==> config.mk <==
export PLATFORM = sky130hd
export DESIGN_NAME = posit_mul_arbiter
export DESIGN_NICKNAME = d
export VERILOG_FILES = /design/src/rtl/posit_mul_pkg.sv /design/src/rtl/rr_arbiter.sv /design/src/rtl/posit_mul_arbiter.sv
export SDC_FILE = /design/constraint.sdc
export NUM_CORES = 1
export LEC_CHECK = 0
export CAP_MARGIN = 20
export CORE_AREA = 3 3 156 158
export CTS_CLUSTER_DIAMETER = 50
export DETAILED_ROUTE_END_ITERATION = 16
export DIE_AREA = 0 0 159 161
export GPL_ROUTABILITY_DRIVEN = 1
export PLACE_DENSITY = 0.68
export RECOVER_POWER = 25
export SETUP_SLACK_MARGIN = 0.3
export SLEW_MARGIN = 20
export SYNTH_ARGS = -nofsm -noshare
export SYNTH_HDL_FRONTEND = slang
export SYNTH_SLANG_ARGS = --single-unit
==> constraint.sdc <==
create_clock -name clk -period 3.6 [get_ports clk]
set_clock_uncertainty 0.05 [all_clocks]
set_input_delay 0.54 -clock clk [delete_from_list [all_inputs] [get_ports clk]]
set_output_delay 0.54 -clock clk [all_outputs]
set_load 0.005 [all_outputs]
==> src/rtl/posit_mul_pkg.sv <==
// Shared types, posit constants and the round-robin pick function used by the
// posit multiplier arbiter.
package posit_mul_pkg;

  localparam int unsigned POSIT_N = 32;
  localparam int unsigned MAX_REQ = 8;

  typedef logic [POSIT_N-1:0]         posit_t;
  typedef logic [$clog2(MAX_REQ)-1:0] req_id_t;

  localparam posit_t POSIT_ZERO = '0;
  localparam posit_t POSIT_NAR  = {1'b1, {(POSIT_N-1){1'b0}}};

  // One-hot grant for the first set bit of valid at or after ptr, wrapping at nreq.
  function automatic logic [MAX_REQ-1:0] rr_pick(input logic [MAX_REQ-1:0] valid,
                                                 input req_id_t            ptr,
                                                 input int unsigned        nreq);
    logic [MAX_REQ-1:0] grant;
    int unsigned        idx;
    req_id_t            sel;
    grant = '0;
    for (int unsigned k = 0; k < MAX_REQ; k++) begin
      idx = (32'(ptr) + k) % nreq;
      sel = req_id_t'(idx);
      if (k < nreq && grant == '0 && valid[sel]) grant[sel] = 1'b1;
    end
    return grant;
  endfunction

endpackage

==> src/rtl/rr_arbiter.sv <==
// Round-robin arbiter: one-hot grant plus its index; the pointer moves past the
// winner only when the grant is actually consumed.
module rr_arbiter
  import posit_mul_pkg::*;
#(
  parameter int NREQ = 4,
  parameter int IDW  = $clog2(NREQ)
) (
  input  logic            clk,
  input  logic            rst_n,
  input  logic [NREQ-1:0] i_req,
  input  logic            i_advance,
  output logic [NREQ-1:0] o_grant,
  output logic [IDW-1:0]  o_idx,
  output logic            o_any
);

  logic [IDW-1:0]     r_rr_ptr;
  logic [MAX_REQ-1:0] w_req_ext;
  logic [MAX_REQ-1:0] w_pick;
  logic [IDW-1:0]     w_next_ptr;

  // NOTE: every signal written here gets a default first, so no path leaves it
  // unassigned and no latch is inferred.
  always_comb begin
    w_req_ext             = '0;
    w_req_ext[NREQ-1:0]   = i_req;
    w_pick                = rr_pick(w_req_ext, req_id_t'(r_rr_ptr), NREQ);
    o_idx                 = '0;
    for (int i = 0; i < NREQ; i++) begin
      if (w_pick[i]) o_idx = IDW'(i);
    end
  end

  assign o_grant    = w_pick[NREQ-1:0];
  assign o_any      = |w_pick;
  assign w_next_ptr = (o_idx == IDW'(NREQ - 1)) ? '0 : o_idx + 1'b1;

  // NOTE: state uses non-blocking assignments so every flop samples pre-edge
  // values regardless of process ordering.
  always_ff @(posedge clk or negedge rst_n) begin
    if (!rst_n) begin
      r_rr_ptr <= '0;
    end else if (i_advance) begin
      r_rr_ptr <= w_next_ptr;
    end
  end

endmodule

==> src/rtl/posit_mul_arbiter.sv <==
// Shares one combinational posit multiplier between NREQ requesters through a
// two-stage (issue, result) pipeline with valid/ready backpressure.
module posit_mul_arbiter
  import posit_mul_pkg::*;
#(
  parameter int N    = 32,
  parameter int ES   = 2,
  parameter int NREQ = 4,
  parameter int IDW  = $clog2(NREQ)
) (
  input  logic              clk,
  input  logic              rst_n,
  input  logic [NREQ-1:0]   req_valid,
  output logic [NREQ-1:0]   req_ready,
  input  logic [NREQ*N-1:0] req_a,
  input  logic [NREQ*N-1:0] req_b,
  output logic [N-1:0]      mul_in1,
  output logic [N-1:0]      mul_in2,
  input  logic [N-1:0]      mul_out,
  output logic              rsp_valid,
  input  logic              rsp_ready,
  output logic [N-1:0]      rsp_data,
  output logic [IDW-1:0]    rsp_id,
  output logic              busy
);

  if (NREQ < 2 || NREQ > MAX_REQ || ES >= N) begin : g_bad_params
    $error("posit_mul_arbiter: unsupported NREQ/ES/N combination");
  end

  logic            r_s1_valid;
  logic [N-1:0]    r_s1_a;
  logic [N-1:0]    r_s1_b;
  logic [IDW-1:0]  r_s1_id;
  logic            r_s2_valid;
  logic [N-1:0]    r_s2_data;
  logic [IDW-1:0]  r_s2_id;

  logic [NREQ-1:0] w_grant;
  logic [IDW-1:0]  w_idx;
  logic            w_any;
  logic            w_s1_en;
  logic            w_s2_en;
  logic [N-1:0]    w_a;
  logic [N-1:0]    w_b;

  assign w_s2_en = !r_s2_valid || rsp_ready;
  assign w_s1_en = !r_s1_valid || w_s2_en;

  rr_arbiter #(
    .NREQ (NREQ),
    .IDW  (IDW)
  ) u_arb (
    .clk       (clk),
    .rst_n     (rst_n),
    .i_req     (req_valid),
    .i_advance (w_any && w_s1_en),
    .o_grant   (w_grant),
    .o_idx     (w_idx),
    .o_any     (w_any)
  );

  always_comb begin
    w_a = '0;
    w_b = '0;
    for (int i = 0; i < NREQ; i++) begin
      if (w_grant[i]) begin
        w_a = req_a[i*N +: N];
        w_b = req_b[i*N +: N];
      end
    end
  end

  // NOTE: the operand and result registers are reset as well, because the
  // multiplier inputs and the response payload must read zero out of reset.
  always_ff @(posedge clk or negedge rst_n) begin
    if (!rst_n) begin
      r_s1_valid <= 1'b0;
      r_s1_a     <= N'(POSIT_ZERO);
      r_s1_b     <= N'(POSIT_ZERO);
      r_s1_id    <= '0;
      r_s2_valid <= 1'b0;
      r_s2_data  <= N'(POSIT_ZERO);
      r_s2_id    <= '0;
    end else begin
      if (w_s2_en) begin
        r_s2_valid <= r_s1_valid;
        r_s2_data  <= mul_out;
        r_s2_id    <= r_s1_id;
      end
      // Without a grant only the valid bit moves; stale operands stay on the multiplier.
      if (w_s1_en) begin
        r_s1_valid <= w_any;
        if (w_any) begin
          r_s1_a  <= w_a;
          r_s1_b  <= w_b;
          r_s1_id <= w_idx;
        end
      end
    end
  end

  assign req_ready = w_grant & {NREQ{w_s1_en}};
  assign mul_in1   = r_s1_a;
  assign mul_in2   = r_s1_b;
  assign rsp_valid = r_s2_valid;
  assign rsp_data  = r_s2_data;
  assign rsp_id    = r_s2_id;
  assign busy      = r_s1_valid || r_s2_valid;

endmodule

# == Word-level counts from Yosys, hierarchy flattened ==
# Cells that the tools add are included.
# classes
add_sub_neg,4
magnitude_cmp,8
eq_ne,1
muxes,32
bitwise,4
reduce_logical,18
# op_table
cell,count
$mux W32,8
$logic_not A8 Y1,3
$mux W8,3
$or A8 B4 Y8,3
$lt A2 B4 Y1 const B,4
$mux W1,9
$bmux W1 S2,4
$demux W1 S2,4
$ge A2 B1 Y1 const B,4
$logic_and A1 B1 Y1,8
$reduce_or A8 Y1,1
$mux W2,3
$add A2 B1 Y2 const B,2
$add A2 B2 Y2 const B,2
$and A4 B4 Y4,1
$mux W4,1
$logic_or A1 B1 Y1,3
$eq A2 B2 Y1 const B,1
$logic_not A1 Y1,2
$reduce_and A2 Y1,1
# totals
ff_bits,104
inputBits,295
wordCells,75

# == Longest topological paths before layout ==
# Gate-level depths: netlist of the first run.
# depth
word_depth,19
depth_mapped,13

# == Modules after synthesis ==
# From an unflattened synthesis of the first run, not the netlist that was laid out.
# unflattened
cells_unflattened,540
hier_area_um2,6128.4
# by_module_without_submodules
mod,n_inst,cells_each,area_per_inst_um2
posit_mul_arbiter,1,473,5520.3
rr_arbiter,1,67,608.1

# == Least setup slack after synthesis of the first run ==
# No wires, ideal clock.
# synth_timing
kind,flip-flop to output port
from,register u_arb.r_rr_ptr[1]
to,output req_ready[3]
arrival_ns,2.966
required_time_ns,3.010
path_slack_ns,0.044
path_stages_with_launch,11
path_buffers,2
path_cell_list,dfrtp_1 -> clkbuf_1 -> inv_1 -> ha_1 -> mux4_2 -> and3b_1 -> a221o_1 -> a31o_1 -> o31a_1 -> buf_6 -> nor2_1
# synth_via
elab_chain_cells,15
# synth_rtl
element,line,rtl
"start, declared",rr_arbiter.sv:18,logic [IDW-1:0] r_rr_ptr;
"start signal, assigned",rr_arbiter.sv:45,r_rr_ptr <= w_next_ptr;
$lt A2 B4 Y1 (not written as such) / $ge A2 B1 Y1 (equally long branches),posit_mul_pkg.sv:25,if (k < nreq && grant == '0 && valid[sel]) grant[sel] = 1'b1;
$logic_and A1 B1 Y1 (not written as such),posit_mul_pkg.sv:25,
$mux W1 (not written as such),posit_mul_pkg.sv:25,
$demux W1 S2,-,
$mux W4,posit_mul_pkg.sv:25,
$logic_not A8 Y1,posit_mul_pkg.sv:25,
$logic_and A1 B1 Y1,posit_mul_pkg.sv:25,
$mux W8,posit_mul_pkg.sv:25,
$logic_not A8 Y1,posit_mul_pkg.sv:25,
$logic_and A1 B1 Y1,posit_mul_pkg.sv:25,
$mux W8,posit_mul_pkg.sv:25,
$logic_not A8 Y1,posit_mul_pkg.sv:25,
$logic_and A1 B1 Y1,posit_mul_pkg.sv:25,
$mux W8 *,posit_mul_pkg.sv:25,
$and A4 B4 Y4 *,posit_mul_arbiter.sv:103,assign req_ready = w_grant & {NREQ{w_s1_en}};
"end, declared",posit_mul_arbiter.sv:14,"output logic [NREQ-1:0] req_ready,"
# Every way passes the cells marked *; elsewhere a longest branch is shown, timed or not. The select of a mux whose other input is x is not followed.

# == Worst setup path in the final report of the first run ==
# layout_timing
from,register u_arb.r_rr_ptr[0]
to,output req_ready[3]
# The elaborated chain is that of the path after synthesis.

==> metrics, run 1 <==
clock net sink count 104; final number of setup-violating endpoints 0; share of cells above drive strength 1 0.252; result of the run complete, but fails checks; combined global-route utilization of all metal layers 0.209; Chip Width 159 um; max_slew headroom -0.752; first-pass GRT wire length 42400 um; residual antenna-violating net count after detailed routing 0; initial cell density of the core 0.262; share of the synthesized area in the top cell type 0.427; cell taking the most area after synthesis sky130_fd_sc_hd__dfrtp_1; fillers 2116; wire length per cell 22.6 um; cell area after synthesis 6100 um^2; Pleak 4.64 nW; CP Data Arrival Time 2.96 ns; Top-Level Pins 399; count of placed standard cells including taps 1332; critical path launch point type register; number of max-cap violations 1; Clock Latency Late Sink 0.35 ns; critical path class register to primary output; clock buffer depth 2; Setup Slack @ Placement -0.304 ns; non-filler instance count after layout 1393; number of hold buffers added after cts 0; DR vias/cell 5.29; post-detailed-placement cell area 10800 um^2; Final Hold Slack 0.415 ns; Yosys warning count 0; Detailed Route Iter0 Violations 525; detailed-route via count 7364; Routed Wire Length 31400 um; Setup crit end kind primary output; sink of the worst hold path rsp_data[29]; PortBufs 398; dominant cells by area after synthesis sky130_fd_sc_hd__dfrtp_1 43%, sky130_fd_sc_hd__a21oi_1 11%, sky130_fd_sc_hd__a32oi_1 9.0%; GR met3 Demand/Resource 0.0490; slowest CP cell sky130_fd_sc_hd__mux4_2; post-synthesis share of cell area spent on xor and xnor gates 0; Synth async-reset ratio 1.00; worst hold path depth 2; maximum number of pins on one net before global-route repair 62; Hold Violations, Final 0; vias in the first global route 7220; routability-driven placement congestion ratio 0.896; depth of the most critical reg-to-reg path 13; routing layer with the top usage in global route met2; min-delay src rsp_data[29]; antenna violations before repair 2; library cells used by synthesis 58; slew of the pin with the lowest slew margin 2.63 ns; number of synthesized register bits 104; H-tree depth reported by CTS 3; maximum vdd ir drop 0.000920 V; global route total overflow 0; Post-synth top flop sky130_fd_sc_hd__dfrtp_1; most frequent cell after synthesis sky130_fd_sc_hd__a21oi_1; DIE AREA 25600 um^2; met1 layer usage reported by global route 0.259; area share of fa/ha/maj cells after synthesis 0.0144; failing checks capacitance limit, slew limit; cell-by-cell listing of the critical path inv_2 -> ha_4 -> mux4_2 -> and3b_1 -> a221o_1 -> a31o_1 -> o31a_2 -> nor2_4 -> buf_6; Period Utilization, post-route 0.985; # nets final 1369; TritonCTS buffer count 9; count of unresolved DRC violations after routing 0; Critical Path Fanout Max 6; flop2flop setup slack 0.08 ns; worst-case setup margin in the final layout 0.0526 ns; cell types with the highest counts after synthesis 131 x sky130_fd_sc_hd__a21oi_1, 111 x sky130_fd_sc_hd__nand2_1, 104 x sky130_fd_sc_hd__dfrtp_1; clock tree from TritonCTS yes; mux cell area share after synthesis 0.0146; critical path data required time 3.01 ns; relative area change from synthesis to final layout 103%; vertical die dimension 161 um; fraction of the mapped netlist area in compound gates 0.393; destination of the worst register-to-register timing path mul_in1[14]; worst flop-to-flop path startpoint u_arb.r_rr_ptr[0]; dominant combinational cell family by area after synthesis compound AO/OA/AOI/OAI gates; setup repair after global routing missed its margin yes; sum of net half-perimeters after detailed placement 20600 um; synthesized net count 935; Gate Count Post-Synth 633; top achievable clock speed 282 MHz; largest stage delay on the critical path 0.58 ns; post-route standard cell area excluding fillers 12400 um^2; overall power after layout 15.1 mW; max-slew violation count 44; cell area power density 1230 nW/um^2; synthesized area divided by synthesized cell count 9.63 um^2; area share of and/or/nand/nor cells after synthesis 0.0944; cell row count 56; number of enable-type register cells in the synthesized netlist 0; clock slew at the register clock pins of the worst setup and hold paths 0.07 ns; GR met2 Demand/Resource 0.364; sequential-to-total area share from yosys stat 0.427; floorplan core area 23300 um^2; clock period minus worst slack 3.55 ns; Initial DRT Pass Iterations 5; Clk Tree Root Cell sky130_fd_sc_hd__clkbuf_16; type of the tightest min-delay check register to register
==> layout make-up <==
type / instances / area [um^2] / area share
flip-flops and latches: 104 / 2600 / 0.211
clock inverters: 7 / 72.6 / 0.00587
well taps: 319 / 399 / 0.0323
repair buffers: 491 / 5130 / 0.415
multi-input cells: 456 / 3900 / 0.316
clock buffers: 9 / 225 / 0.0182
inverters: 5 / 18.8 / 0.00152
diodes: 2 / 5.00 / 0.000405
==> timing repair <==
action	in CTS	in global routing
resized for setup	36	155
gates cloned	0	13
setup endpoints to repair	69	69
buffers inserted	13	17
pin swaps	12	47
==> worst max-delay path by stage <==
stage,slack [ns],start,cells past startpoint,end
5_1_grt,-0.03,u_arb.r_rr_ptr[0],9,req_ready[3]
4_1_cts,0.04,u_arb.r_rr_ptr[1],9,req_ready[3]
2_1_floorplan,0.32,u_arb.r_rr_ptr[1],10,req_ready[3]
3_5_place_dp,-0.30,req_valid[0],8,req_ready[0]
6_report,0.05,u_arb.r_rr_ptr[0],9,req_ready[3]
3_3_place_gp,-0.22,req_valid[0],8,req_ready[3]
==> cells by family (layout without fill, tap and decap cells) <==
group,after synthesis,after routing
simple gates,139,139
compound gates,305,305
buf+inv,73,512
other cells,0,2
mux,5,5
flops,104,104
fa+ha+maj,7,7
==> state kept, by name (all words and copies together), names as in the netlist <==
name            cells
rsp_valid           1
r_s1_id             2
r_s1_valid          1
rsp_data           32
mul_in1            32
u_arb.r_rr_ptr      2
mul_in2            32
rsp_id              2
==> where the power goes <==
group          internal (mW)  switching [mW]
sequential              1.73           0.309
clock                  0.492           0.528
combinational           5.74            6.33
==> metal layers <==
metal / up-vias / share of wire
met1: 3627 / 0.41
met4: 0 / 0.015
met3: 27 / 0.063
li1: 3368 / -
met2: 342 / 0.51
met5: - / 0
==> worst max-delay path, delay by kind of cell, from the launching register on <==
family / cells / cell delay [ns]
AND/OR/NAND/NOR: 2 / 0.32
buffers and inverters: 2 / 0.17
multiplexers: 1 / 0.58
AO/OA/AOI/OAI: 3 / 0.87
adder cells (fa/ha/maj): 1 / 0.28
flip-flops: 1 / 0.38
==> layout by cell type (no fill, tap or decap), types with 3 or more instances in the layout <==
cell type / count
sky130_fd_sc_hd__a21oi_1: 50
sky130_fd_sc_hd__a21oi_2: 57
sky130_fd_sc_hd__a21oi_4: 25
sky130_fd_sc_hd__a31oi_4: 3
sky130_fd_sc_hd__a32oi_1: 59
sky130_fd_sc_hd__a32oi_2: 4
sky130_fd_sc_hd__and2_4: 3
sky130_fd_sc_hd__buf_12: 13
sky130_fd_sc_hd__buf_4: 49
sky130_fd_sc_hd__buf_6: 17
sky130_fd_sc_hd__buf_8: 4
sky130_fd_sc_hd__clkbuf_16: 19
sky130_fd_sc_hd__clkdlybuf4s50_1: 393
sky130_fd_sc_hd__dfrtp_1: 104
sky130_fd_sc_hd__ha_1: 6
sky130_fd_sc_hd__inv_1: 3
sky130_fd_sc_hd__mux4_2: 3
sky130_fd_sc_hd__nand2_1: 110
sky130_fd_sc_hd__nor2_1: 7
sky130_fd_sc_hd__o21ai_0: 5
sky130_fd_sc_hd__o32ai_1: 31
sky130_fd_sc_hd__o32ai_2: 32
==> stage by stage <==
step	TNS, ns	util
6_report	0	0.531
5_1_grt	-0.213	0.531
4_1_cts	0	0.483
3_5_place_dp	-4.44	0.462
3_3_place_gp	-1.34	0.462
2_1_floorplan	0	-
Note: power is estimated with default switching activity, not from simulation.
==> run 2: changes to the inputs <==
- GPL_TIMING_DRIVEN: default -> 1
==> results of run 2 <==
Same layout as run 1: the final DEF is identical, and so are final timing and power.
==> run 3: changes to the inputs <==
- CORE_AREA: 3 3 156 158 -> 3 3 153 155
- DIE_AREA: 0 0 159 161 -> 0 0 156 158
- PLACE_DENSITY: 0.68 -> 0.7
- clock period: 3.6 -> 3.2 ns (I/O delays scaled with it)
==> run 3 against run 2 <==
Effect of this change: the flow finishes with violations (setup timing); clock power up 16%; core utilization rose by 7.4 points; sequential power grew 18%; highest routed layer unchanged.
==> metrics, run 3 (same netlist as run 1, synthesis figures left out) <==
destination of the worst register-to-register timing path mul_in1[22]; setup repair after global routing missed its margin yes; global route total overflow 0; largest stage delay on the critical path 0.57 ns; clock network fraction of design power 0.059; Critical Path Fanout Max 6; proportion of power drawn by combinational gates 0.820; Period Utilization, post-route 1.11; clock tree from TritonCTS yes; result of the run complete, but fails checks; type of the tightest min-delay check primary input to asynchronous set/reset pin; vias in the first global route 7658; Routed Wire Length 34500 um; worst flop-to-flop path startpoint u_arb.r_rr_ptr[1]; combined global-route utilization of all metal layers 0.250; post-detailed-placement cell area 10900 um^2; floorplan core area 22000 um^2; DIE AREA 24600 um^2; cell area power density 1500 nW/um^2; CP Data Arrival Time 3.01 ns; maximum vdd ir drop 0.000711 V; Detailed Route Iter0 Violations 580; Hold Violations, Final 0; power share of the sequential group 0.121; H-tree depth reported by CTS 3; detailed-route via count 7742; vertical die dimension 158 um; critical path class register to primary output; leading cell type in the layout, fill and taps excluded sky130_fd_sc_hd__clkdlybuf4s50_1; depth of the most critical reg-to-reg path 13; top achievable clock speed 282 MHz; crit path buf inv count 2; PortBufs 398; slew of the pin with the lowest slew margin 1.46 ns; relative area change from synthesis to final layout 118%; failing checks setup timing; first-pass GRT wire length 47000 um; # nets final 1409; cell type group with the largest total delay on the critical path compound AO/OA/AOI/OAI gates; max_slew headroom 0.0294; residual antenna-violating net count after detailed routing 0; routability-driven placement congestion ratio 0.851; Critical path origin u_arb.r_rr_ptr[1]; max-slew violation count 0; Setup crit end kind primary output; worst-case setup margin in the final layout -0.341 ns; most frequent cells in the layout 393 x sky130_fd_sc_hd__clkdlybuf4s50_1, 110 x sky130_fd_sc_hd__nand2_1, 104 x sky130_fd_sc_hd__dfrtp_1; TritonCTS buffer count 9; cell row count 54; critical path launch point type register; clock buffer depth 2; Clock Latency Late Sink 0.35 ns; wire length per cell 24.8 um; destination of the critical timing path req_ready[3]; Top-Level Pins 399; P_int 11.1 mW; maximum number of pins on one net before global-route repair 55; number of stages on the worst setup path 9; clock slew at the register clock pins of the worst setup and hold paths 0.09 ns; Initial DRT Pass Iterations 5; count of unresolved DRC violations after routing 0; Pleak 5.07 nW; critical path data required time 2.67 ns; Net Sw Frac 0.446; Clk Tree Root Cell sky130_fd_sc_hd__clkbuf_16; final number of setup-violating endpoints 70; Chip Width 156 um; flop2flop setup slack -0.25 ns; net load switching power 8.92 mW; number of max-cap violations 0; share of cells above drive strength 1 0.263; clock net sink count 104; antenna violations before repair 2; sum of net half-perimeters after detailed placement 21800 um; post-route standard cell area excluding fillers 13300 um^2; clock period minus worst slack 3.54 ns; initial cell density of the core 0.278; slowest CP cell sky130_fd_sc_hd__mux4_2; non-filler instance count after layout 1394; cell-by-cell listing of the critical path inv_6 -> ha_4 -> mux4_2 -> and3b_2 -> a221o_1 -> a31o_1 -> o31a_2 -> nor2_4 -> buf_6; count of placed standard cells including taps 1315; overall power after layout 20.0 mW; DR vias/cell 5.55
run 3: changes by cell type in the layout (fill, tap and decap cells not counted), sizes merged:
cell | before | now
inv | 8 | 5
clkinv | 3 | 6
buf | 87 | 126
bufbuf | 0 | 1
run 3: what timing repair did:
action | in CTS | in global routing
hold buffers | 0 | 0
pin swaps | 38 | 19
buffers inserted | 29 | 8
gates cloned | 14 | 10
endpoints found under the setup margin | 71 | 72
resized for setup | 106 | 89
run 3: area by class of cell:
class | count | area, um^2
fill | 1782 | 8670
multi-input combinational | 456 | 4190
timing repair buffer | 531 | 5810
tap | 280 | 350
inverter | 5 | 26.3
clock inverter | 7 | 90.1
antenna | 2 | 5.00
sequential | 104 | 2600
clock buffer | 9 | 225
run 3: layer usage:
layer | vias to the layer above | GRT usage | wire (um)
li1 | 3449 | - | -
met1 | 3806 | 0.306 | 13400
met2 | 422 | 0.439 | 17300
met3 | 65 | 0.0604 | 2860
met4 | 0 | 0.0677 | 939
met5 | - | 0 | 0
run 3: how the worst min path moves through the flow:
stage / end / cells after the start / startpoint
after floorplan: mul_in1[0] / 0 / rst_n
after global placement: rsp_data[5] / 2 / rsp_data[5]
after detailed placement: rsp_data[21] / 2 / rsp_data[21]
after CTS: rsp_data[21] / 1 / rst_n
after global routing: rsp_data[0] / 2 / rsp_data[0]
final: rsp_data[21] / 1 / rst_n
run 3: per-stage QoR:
stage	TNS (ns)	worst slack, ns	hold slack, ns	util
5_1_grt	-17.89	-0.441	0.432	0.605
4_1_cts	-13.52	-0.303	0.142	0.565
2_1_floorplan	0	0.0256	0.134	-
6_report	-10.38	-0.341	0.386	0.605
3_5_place_dp	-20.73	-0.504	0.406	0.497
3_3_place_gp	-18.15	-0.469	0.398	0.497
run 3: power by group through the flow:
stage | combinational (mW) | sequential [mW] | clock [mW]
floorplan | 5.52 | 2.32 | 0
global placement | 10.0 | 2.29 | 0
detailed placement | 10.1 | 2.30 | 0
CTS | 13.8 | 2.33 | 1.20
global route | 17.3 | 2.47 | 1.26
finish | 16.4 | 2.41 | 1.18
